`config.mk`:
```
export PLATFORM = sky130hd
export DESIGN_NAME = bcd2bin_seq
export DESIGN_NICKNAME = d
export VERILOG_FILES = /design/src/rtl/bcd2bin_seq.sv
export SDC_FILE = /design/constraint.sdc
export NUM_CORES = 1
export LEC_CHECK = 0
export BUFFER_PORTS_ARGS = -buffer_cell sky130_fd_sc_hd__buf_2
export CAP_MARGIN = 15
export CORE_MARGIN = 3
export CORE_UTILIZATION = 51
export CTS_CLUSTER_SIZE = 20
export DETAILED_ROUTE_END_ITERATION = 16
export PLACE_DENSITY = 0.75
export RECOVER_POWER = 100
export SYNTH_ARGS = -nofsm -noshare
export SYNTH_HDL_FRONTEND = slang
export SYNTH_SLANG_ARGS = --single-unit
```
`constraint.sdc`:
```
create_clock -name clk -period 1.3 [get_ports clk]
set_clock_uncertainty 0.05 [all_clocks]
set_input_delay 0 -clock clk [delete_from_list [all_inputs] [get_ports clk]]
set_output_delay 0 -clock clk [all_outputs]
set_load 0.05 [all_outputs]
```
`src/rtl/bcd2bin_seq.sv`:
```
// bcd2bin_seq: sequential BCD-to-binary converter using reverse double-dabble.
// One shift/correct iteration per clock under a start/done handshake.
// An input with any digit above 9 is rejected in one clock with err set.
module bcd2bin_seq #(
  parameter int N_DIGITS = 4,
  parameter int BIN_W    = 14
) (
  input  logic                  clk,
  input  logic                  rst,
  input  logic                  start,
  input  logic [4*N_DIGITS-1:0] bcd_in,
  output logic [BIN_W-1:0]      bin_out,
  output logic                  busy,
  output logic                  done,
  output logic                  err
);

  localparam int BCD_W = 4 * N_DIGITS;
  localparam int CNT_W = $clog2(BIN_W + 1);
  localparam logic [CNT_W-1:0] LAST_ITER = CNT_W'(BIN_W - 1);

  typedef enum logic [1:0] {
    IDLE,
    SHIFT,
    FINISH
  } state_t;

  state_t             state_q;
  logic [BCD_W-1:0]   bcd_q;
  logic [BCD_W-1:0]   bcd_d;
  logic [BIN_W-1:0]   binAcc_q;
  logic [BIN_W-1:0]   binAcc_d;
  logic [CNT_W-1:0]   cnt_q;
  logic               errFlag_q;
  logic [BIN_W-1:0]   binOut_q;
  logic               busy_q;
  logic               done_q;
  logic               err_q;
  logic               invalidDigit;

  // Flag the incoming word if any of its digits is not a legal BCD digit.
  always_comb begin
    invalidDigit = 1'b0;
    for (int i = 0; i < N_DIGITS; i++) begin
      if (bcd_in[4*i +: 4] > 4'd9) begin
        invalidDigit = 1'b1;
      end
    end
  end

  // One reverse double-dabble step: shift the whole working register right,
  // then pull every digit that landed at 8 or above back down by 3.
  always_comb begin
    bcd_d    = bcd_q >> 1;
    binAcc_d = {bcd_q[0], binAcc_q[BIN_W-1:1]};
    for (int i = 0; i < N_DIGITS; i++) begin
      if (bcd_d[4*i + 3]) begin
        bcd_d[4*i +: 4] = bcd_d[4*i +: 4] - 4'd3;
      end
    end
  end

  // Control FSM with registered handshake outputs; start is ignored unless idle.
  always_ff @(posedge clk or posedge rst) begin
    if (rst) begin
      state_q   <= IDLE;
      bcd_q     <= '0;
      binAcc_q  <= '0;
      cnt_q     <= '0;
      errFlag_q <= 1'b0;
      binOut_q  <= '0;
      busy_q    <= 1'b0;
      done_q    <= 1'b0;
      err_q     <= 1'b0;
    end else begin
      done_q <= 1'b0;
      case (state_q)
        IDLE: begin
          if (start) begin
            bcd_q     <= bcd_in;
            binAcc_q  <= '0;
            cnt_q     <= '0;
            busy_q    <= 1'b1;
            errFlag_q <= invalidDigit;
            state_q   <= invalidDigit ? FINISH : SHIFT;
          end
        end
        SHIFT: begin
          bcd_q    <= bcd_d;
          binAcc_q <= binAcc_d;
          cnt_q    <= cnt_q + 1'b1;
          if (cnt_q == LAST_ITER) begin
            state_q <= FINISH;
          end
        end
        FINISH: begin
          if (errFlag_q) begin
            binOut_q <= '0;
            err_q    <= 1'b1;
          end else begin
            binOut_q <= binAcc_q;
            err_q    <= 1'b0;
          end
          done_q  <= 1'b1;
          busy_q  <= 1'b0;
          state_q <= IDLE;
        end
        default: begin
          state_q <= IDLE;
        end
      endcase
    end
  end

  assign bin_out = binOut_q;
  assign busy    = busy_q;
  assign done    = done_q;
  assign err     = err_q;

endmodule

```
==> impl_metrics.ini, run 1 <==
[layout]
insertedDiodeCount = 0
synthToLayoutAreaGrowth_pct = 29.2
final_cell_mix = dfrtp_1 (52), nand2_1 (25), o21ai_0 (21)
design_area_mm2 = 0.00321
layout.nets = 327
nFillCells = 319
layout-drive-gt1-share_pct = 31.6
seqCellArea_mm2 = 0.00135
multi_input_area_mm2 = 0.00111
final_common_cell = dfrtp_1

[detailed_routing]
avgRoutedWirePerCell_um = 15.3
drcViolationCount = 0
drt_first_iter_violations = 122
drt_pass1_iterations = 4
route.vias.total = 2029
routed_wl_um = 5660
ant_nets = 0
vias_per_cell = 5.50

[cts]
clock_sinks = 54
cts_max_level = 2
cts_tree = built
cts_buffer_depth = 2
insertion_delay_ns = 0.31
clk_root_buffer_cell = clkbuf_8
cts_buffers = 5
clkTransAtPathRegs_ns = 0.10

[synthesis]
synth_cell_types = 30
syn_nets = 261
syn_inst = 237
synth_area_mm2 = 0.00249
yosysSeqAreaShare_pct = 54.4
async_flop_share_pct = 100
synth_edf_count = 0
ys.warnings.count = 0
ys_seq_elements = 54
syn_avg_cell_area_um2 = 10.5
synthFlopType = dfrtp_1

[power]
seq_power_share_pct = 42.6
p_leak_nw = 1.44
switching_share_pct = 37.2
pwr-share-clk_pct = 17.5
intPower_mw = 3.63
pwr-share-comb_pct = 39.9
power_switching_mw = 2.15
cellPowerDensity_mw_per_mm2 = 1800
peakVddDrop_v = 0.00115

[floorplanning]
fp.coreArea_mm2 = 0.00453
row_count = 24
die_area_mm2 = 0.00575
start_util_pct = 54.8
io_pins = 36
dieHeight_um = 75.8
die_w_um = 75.8

[grt]
grt_pass1_wl_um = 9430
grt-ovfl-total = 0
grt_pass1_vias = 2017
antenna_found_initial = 0
grt_max_degree = 40
grt_use_total_pct = 21.7

[sta]
hold_violations = 0
rsz0062_at_grt = yes
setup_viol = 1
setup_tns_ns = -0.00101
period_share_pct = 100
max_freq_mhz = 769
final.setup.worst_slack_ns = -0.00101
worstMarginPinSlew_ns = 0.735
period_minus_slack_ns = 1.30
max-slew-margin-rel_pct = 50.7
whs_ns = 0.00654
drv_slew = 0

[min_path]
hold_depth = 3
hold_path.class = input port to flip-flop
hold_end = bcd_q[2]
hp-start = bcd_in[2]

[critical_path]
path_cells = o21bai_2, buf_4, a21oi_1, o22a_1
crit_path_max_fanout = 6
cp.arrival_ns = 1.46
r2r_slack_ns = -0.001
timing.rr.start = state_q[0]
critPathBufInv = 1
cp.required_ns = 1.46
cpMaxStageDelayCell = dfrtp_2
cp-end-kind = flip-flop
max_stage_delay_ns = 0.48
worstSetupStartpointType = flip-flop
worstSetupPathType = flip-flop to flip-flop
r2r-end = bcd_q[7]
cp_top_family = flip-flops
reg2regPathDepth = 4

[placed_design]
dp_hpwl_um = 3770
postPlaceCellArea_mm2 = 0.00290
portBuffers = 35
place_congestion = 0.866

[outcome]
violations = setup timing
outcome = finished, violations left

[run]
max-cap-violations = 0
[layer usage]
metal / wire (µm) / part of all wire [%] / track usage (%) / vias up
li1: - / - / - / 984
met2: 2650 / 47 / 33.7 / 63
met1: 2600 / 46 / 30.4 / 969
met5: 0 / 0 / 0 / -
met4: 112 / 2.0 / 7.18 / 0
met3: 295 / 5.2 / 4.09 / 13
[through the flow]
stage	cells	power [mW]	utilization, %	setup WS, ns
finish	369	5.79	70.9	-0.00101
global route	369	6.17	70.9	-0.0290
CTS	368	5.63	69.4	0.00966
detailed placement	348	4.54	63.9	-0.0349
global placement	348	4.49	63.9	-0.00299
floorplan	237	3.83	-	0.0000520
[cells in the mapped netlist (4+ instances only)]
cell type  count  area [µm²]
dfrtp_1       54        1350
nand2_1       25        93.8
o21ai_0       23         115
nand2b_1      17         106
a22o_1        15         131
o22ai_1       15        93.8
nor2_1        13        48.8
buf_2         12        60.1
a21oi_1       10        50.1
nor2b_1        8        50.1
ha_1           5        62.6
inv_1          4        15.0
[power groups by stage]
| stage | Combinational, mW | Sequential [mW] | Clock (mW) |
|---|---|---|---|
| floorplan | 1.30 | 2.53 | 0 |
| global route | 2.56 | 2.52 | 1.09 |
| detailed placement | 2.08 | 2.46 | 0 |
| finish | 2.31 | 2.46 | 1.01 |
| global placement | 2.05 | 2.45 | 0 |
| CTS | 2.17 | 2.44 | 1.02 |
[worst max path at each step]
stage | startpoint | to | cells past startpoint
2_1_floorplan | state_q[1] | errFlag_q | 4
3_3_place_gp | state_q[0] | bcd_q[11] | 4
3_5_place_dp | state_q[1] | cnt_q[0] | 3
4_1_cts | state_q[0] | bcd_q[3] | 5
5_1_grt | state_q[0] | bcd_q[1] | 4
6_report | state_q[0] | bcd_q[7] | 4
[worst register-to-register path: cells and delay by family (launching register included)]
family,cells,cell delay (ns)
flip-flops,1,0.48
AO/OA/AOI/OAI,3,0.47
buffers and inverters,1,0.20
[registers in the layout, summed over array words and instances, names as in the netlist]
| register | count |
|---|---|
| binAcc_q | 14 |
| busy | 1 |
| err | 1 |
| bin_out | 14 |
| state_q | 2 |
| errFlag_q | 1 |
| done | 1 |
| cnt_q | 4 |
| bcd_q | 16 |
[final cells by class]
| cell class | count | area share (%) |
|---|---|---|
| flip-flops and latches | 54 | 42.1 |
| multi-input cells | 162 | 34.7 |
| well taps | 65 | 2.53 |
| clock inverters | 2 | 0.506 |
| repair buffers | 75 | 16.9 |
| clock buffers | 6 | 2.57 |
| inverters | 5 | 0.623 |
[what timing repair did]
item	4_1_cts	5_1_grt
gates resized for setup	9	18
cloned	0	0
hold buffers	12	0
pin swaps	0	3
buffers inserted	0	1
endpoints found under the hold margin	65	0
setup endpoints to repair	16	21
[kinds of logic (layout without fill, tap and decap cells)]
kind of cell | count (synthesis) | in the layout | share of synthesized area, %
buffers and inverters | 21 | 88 | 4.08
adders and majority gates | 5 | 5 | 2.52
muxes | 4 | 4 | 1.71
and+or+nand+nor | 66 | 66 | 12.7
xor gates and xnor gates | 6 | 6 | 2.11
DFF | 54 | 54 | 54.4
AOI/OAI and AO/OA | 81 | 81 | 22.5
(Power assumes the default switching activity.)
==> run 2, diff against run 1 <==
Settings changed: MAX_ROUTING_LAYER from default to met4, REMOVE_ABC_BUFFERS from default to 1.
==> run 2 against run 1 <==
The flow still finishes with violations (setup timing). Final cell count is 0.81% higher. Flip-flop and latch count stayed put. Clock power hardly changed. Sequential power is 2% higher. Combinational power is 7% higher. Global-route usage is 0.052 points higher. Utilization is 1.3 points higher. Worst hold slack better by 0.020 ns. Sequential share of layout area is 0.76 points lower. First-iteration DRC count is 16% higher.
==> impl_metrics.ini, run 2 (same netlist as run 1, synthesis figures left out) <==
[outcome]
outcome = finished, violations left
violations = setup timing

[critical_path]
critPathBufInv = 4
r2r-end = bcd_q[6]
crit_path_max_fanout = 7
reg2regPathDepth = 6
worstSetupStartpointType = flip-flop
timing.rr.start = state_q[1]
critPathLaunch = state_q[1]
cp.required_ns = 1.47
cp-end-kind = flip-flop
worstSetupPathDepth = 6
r2r_slack_ns = -0.04
crit_path_end = bcd_q[6]
crit_top_cell = buf_6
path_cells = buf_6, buf_6, clkinvlp_4, buf_6, nor2_2, a221oi_2
cp.arrival_ns = 1.51
max_stage_delay_ns = 0.48
cpMaxStageDelayCell = dfrtp_2
cp_top_family = flip-flops
worstSetupPathType = flip-flop to flip-flop

[sta]
period_share_pct = 103
max_freq_mhz = 747
max-slew-margin-rel_pct = 53.0
period_minus_slack_ns = 1.34
final.setup.worst_slack_ns = -0.0385
drv_slew = 0
hold_violations = 0
whs_ns = 0.0267
worstMarginPinSlew_ns = 0.705
setup_viol = 8
setup_tns_ns = -0.163
rsz0062_at_grt = yes

[placed_design]
place_congestion = 0.841
dp_cells = 348
portBuffers = 35
dp_hpwl_um = 3640

[layout]
regMostFlops = bcd_q
final_cell_mix = dfrtp_1 (52), nand2_1 (25), o21ai_0 (22), buf_4 (22), buf_2 (18)
stdcell_count = 372
layout.nets = 330
synthToLayoutAreaGrowth_pct = 31.6
insertedDiodeCount = 0
nFillCells = 321
final_common_cell = dfrtp_1
layout-drive-gt1-share_pct = 33.6
largest_register_ffs = 16

[power]
peakVddDrop_v = 0.00143
cellPowerDensity_mw_per_mm2 = 1830
p_leak_nw = 1.46
totalPowerFinal_mw = 5.99

[floorplanning]
die_w_um = 75.8
start_util_pct = 54.8
fp.coreArea_mm2 = 0.00453
die_area_mm2 = 0.00575
dieHeight_um = 75.8
row_count = 24
io_pins = 36

[grt]
grt_pass1_vias = 1948
grt_pass1_wl_um = 9000
antenna_found_initial = 0
grt-ovfl-total = 0
grt_max_degree = 55
grt_use_total_pct = 21.7

[detailed_routing]
drcViolationCount = 0
drt_first_iter_violations = 142
route.vias.total = 2057
drt_pass1_iterations = 4
ant_nets = 0
avgRoutedWirePerCell_um = 15.6
routed_wl_um = 5810
vias_per_cell = 5.53

[cts]
cts_buffers = 5
cts_buffer_depth = 2
cts_max_level = 2
insertion_delay_ns = 0.31
cts_tree = built
clock_sinks = 54
clkTransAtPathRegs_ns = 0.09
clk_root_buffer_cell = clkbuf_8

[run]
max-cap-violations = 0

[min_path]
hold_depth = 3
hold_path.class = input port to flip-flop
run 2: changes by cell type in the layout (fill, tap and decap cells not counted), sizes merged:
cell and delta:
inv -1, buf +3, dlygate4sd3 -1, clkbuf +1, clkinvlp +1
run 2: area by class of cell:
| cell class | count | area, µm² | area share [%] |
|---|---|---|---|
| sequential | 54 | 1350 | 41.4 |
| clock inverter | 2 | 16.3 | 0.497 |
| timing repair buffer | 78 | 567 | 17.3 |
| multi-input combinational | 162 | 1140 | 35.0 |
| clock buffer | 6 | 82.6 | 2.52 |
| inverter | 5 | 26.3 | 0.803 |
| tap | 65 | 81.3 | 2.49 |
run 2: timing repair:
| action | in CTS | in global routing |
|---|---|---|
| gates cloned | 0 | 1 |
| pin swaps | 0 | 7 |
| hold buffers | 11 | 0 |
| gates resized for setup | 8 | 29 |
| setup buffers | 2 | 2 |
| endpoints found under the hold margin | 64 | 0 |
| setup endpoints to repair | 15 | 23 |
run 2: through the flow:
step           instance area, µm²  utilization (%)  setup slack [ns]
3_3_place_gp                 2890             63.7           -0.0369
5_1_grt                      3270             72.2            -0.105
3_5_place_dp                 2890             63.7           -0.0925
2_1_floorplan                2400                -            -0.682
4_1_cts                      3140             69.3           0.00231
6_report                     3270             72.2           -0.0385
run 2: how the worst min path moves through the flow:
stage          startpoint    endpoint  slack, ns
2_1_floorplan       start        busy       0.10
3_3_place_gp          rst  bin_out[8]       0.02
3_5_place_dp          rst  bin_out[4]       0.02
4_1_cts        bcd_in[10]   bcd_q[10]       0.02
5_1_grt         bcd_in[2]    bcd_q[2]       0.04
6_report        bcd_in[6]    bcd_q[6]       0.03
run 2: where the power goes:
| group | switching, mW | internal (mW) | total (mW) |
|---|---|---|---|
| Sequential | 0.454 | 2.05 | 2.50 |
| Clock | 0.570 | 0.439 | 1.01 |
| Combinational | 1.28 | 1.20 | 2.48 |
run 2: worst reg2reg max path, delay by kind of cell (launching register included):
kind            cells  cell delay [ns]
buf+inv             4             0.48
simple gates        1             0.05
flops               1             0.48
compound gates      1             0.19
run 2: routing by layer:
| layer | global-route usage [%] | share of wire, % | vias up |
|---|---|---|---|
| met3 | 4.75 | 3.7 | 11 |
| li1 | - | - | 986 |
| met5 | - | 0 | - |
| met2 | 33.8 | 50 | 65 |
| met1 | 27.4 | 44 | 995 |
| met4 | 8.93 | 1.9 | 0 |
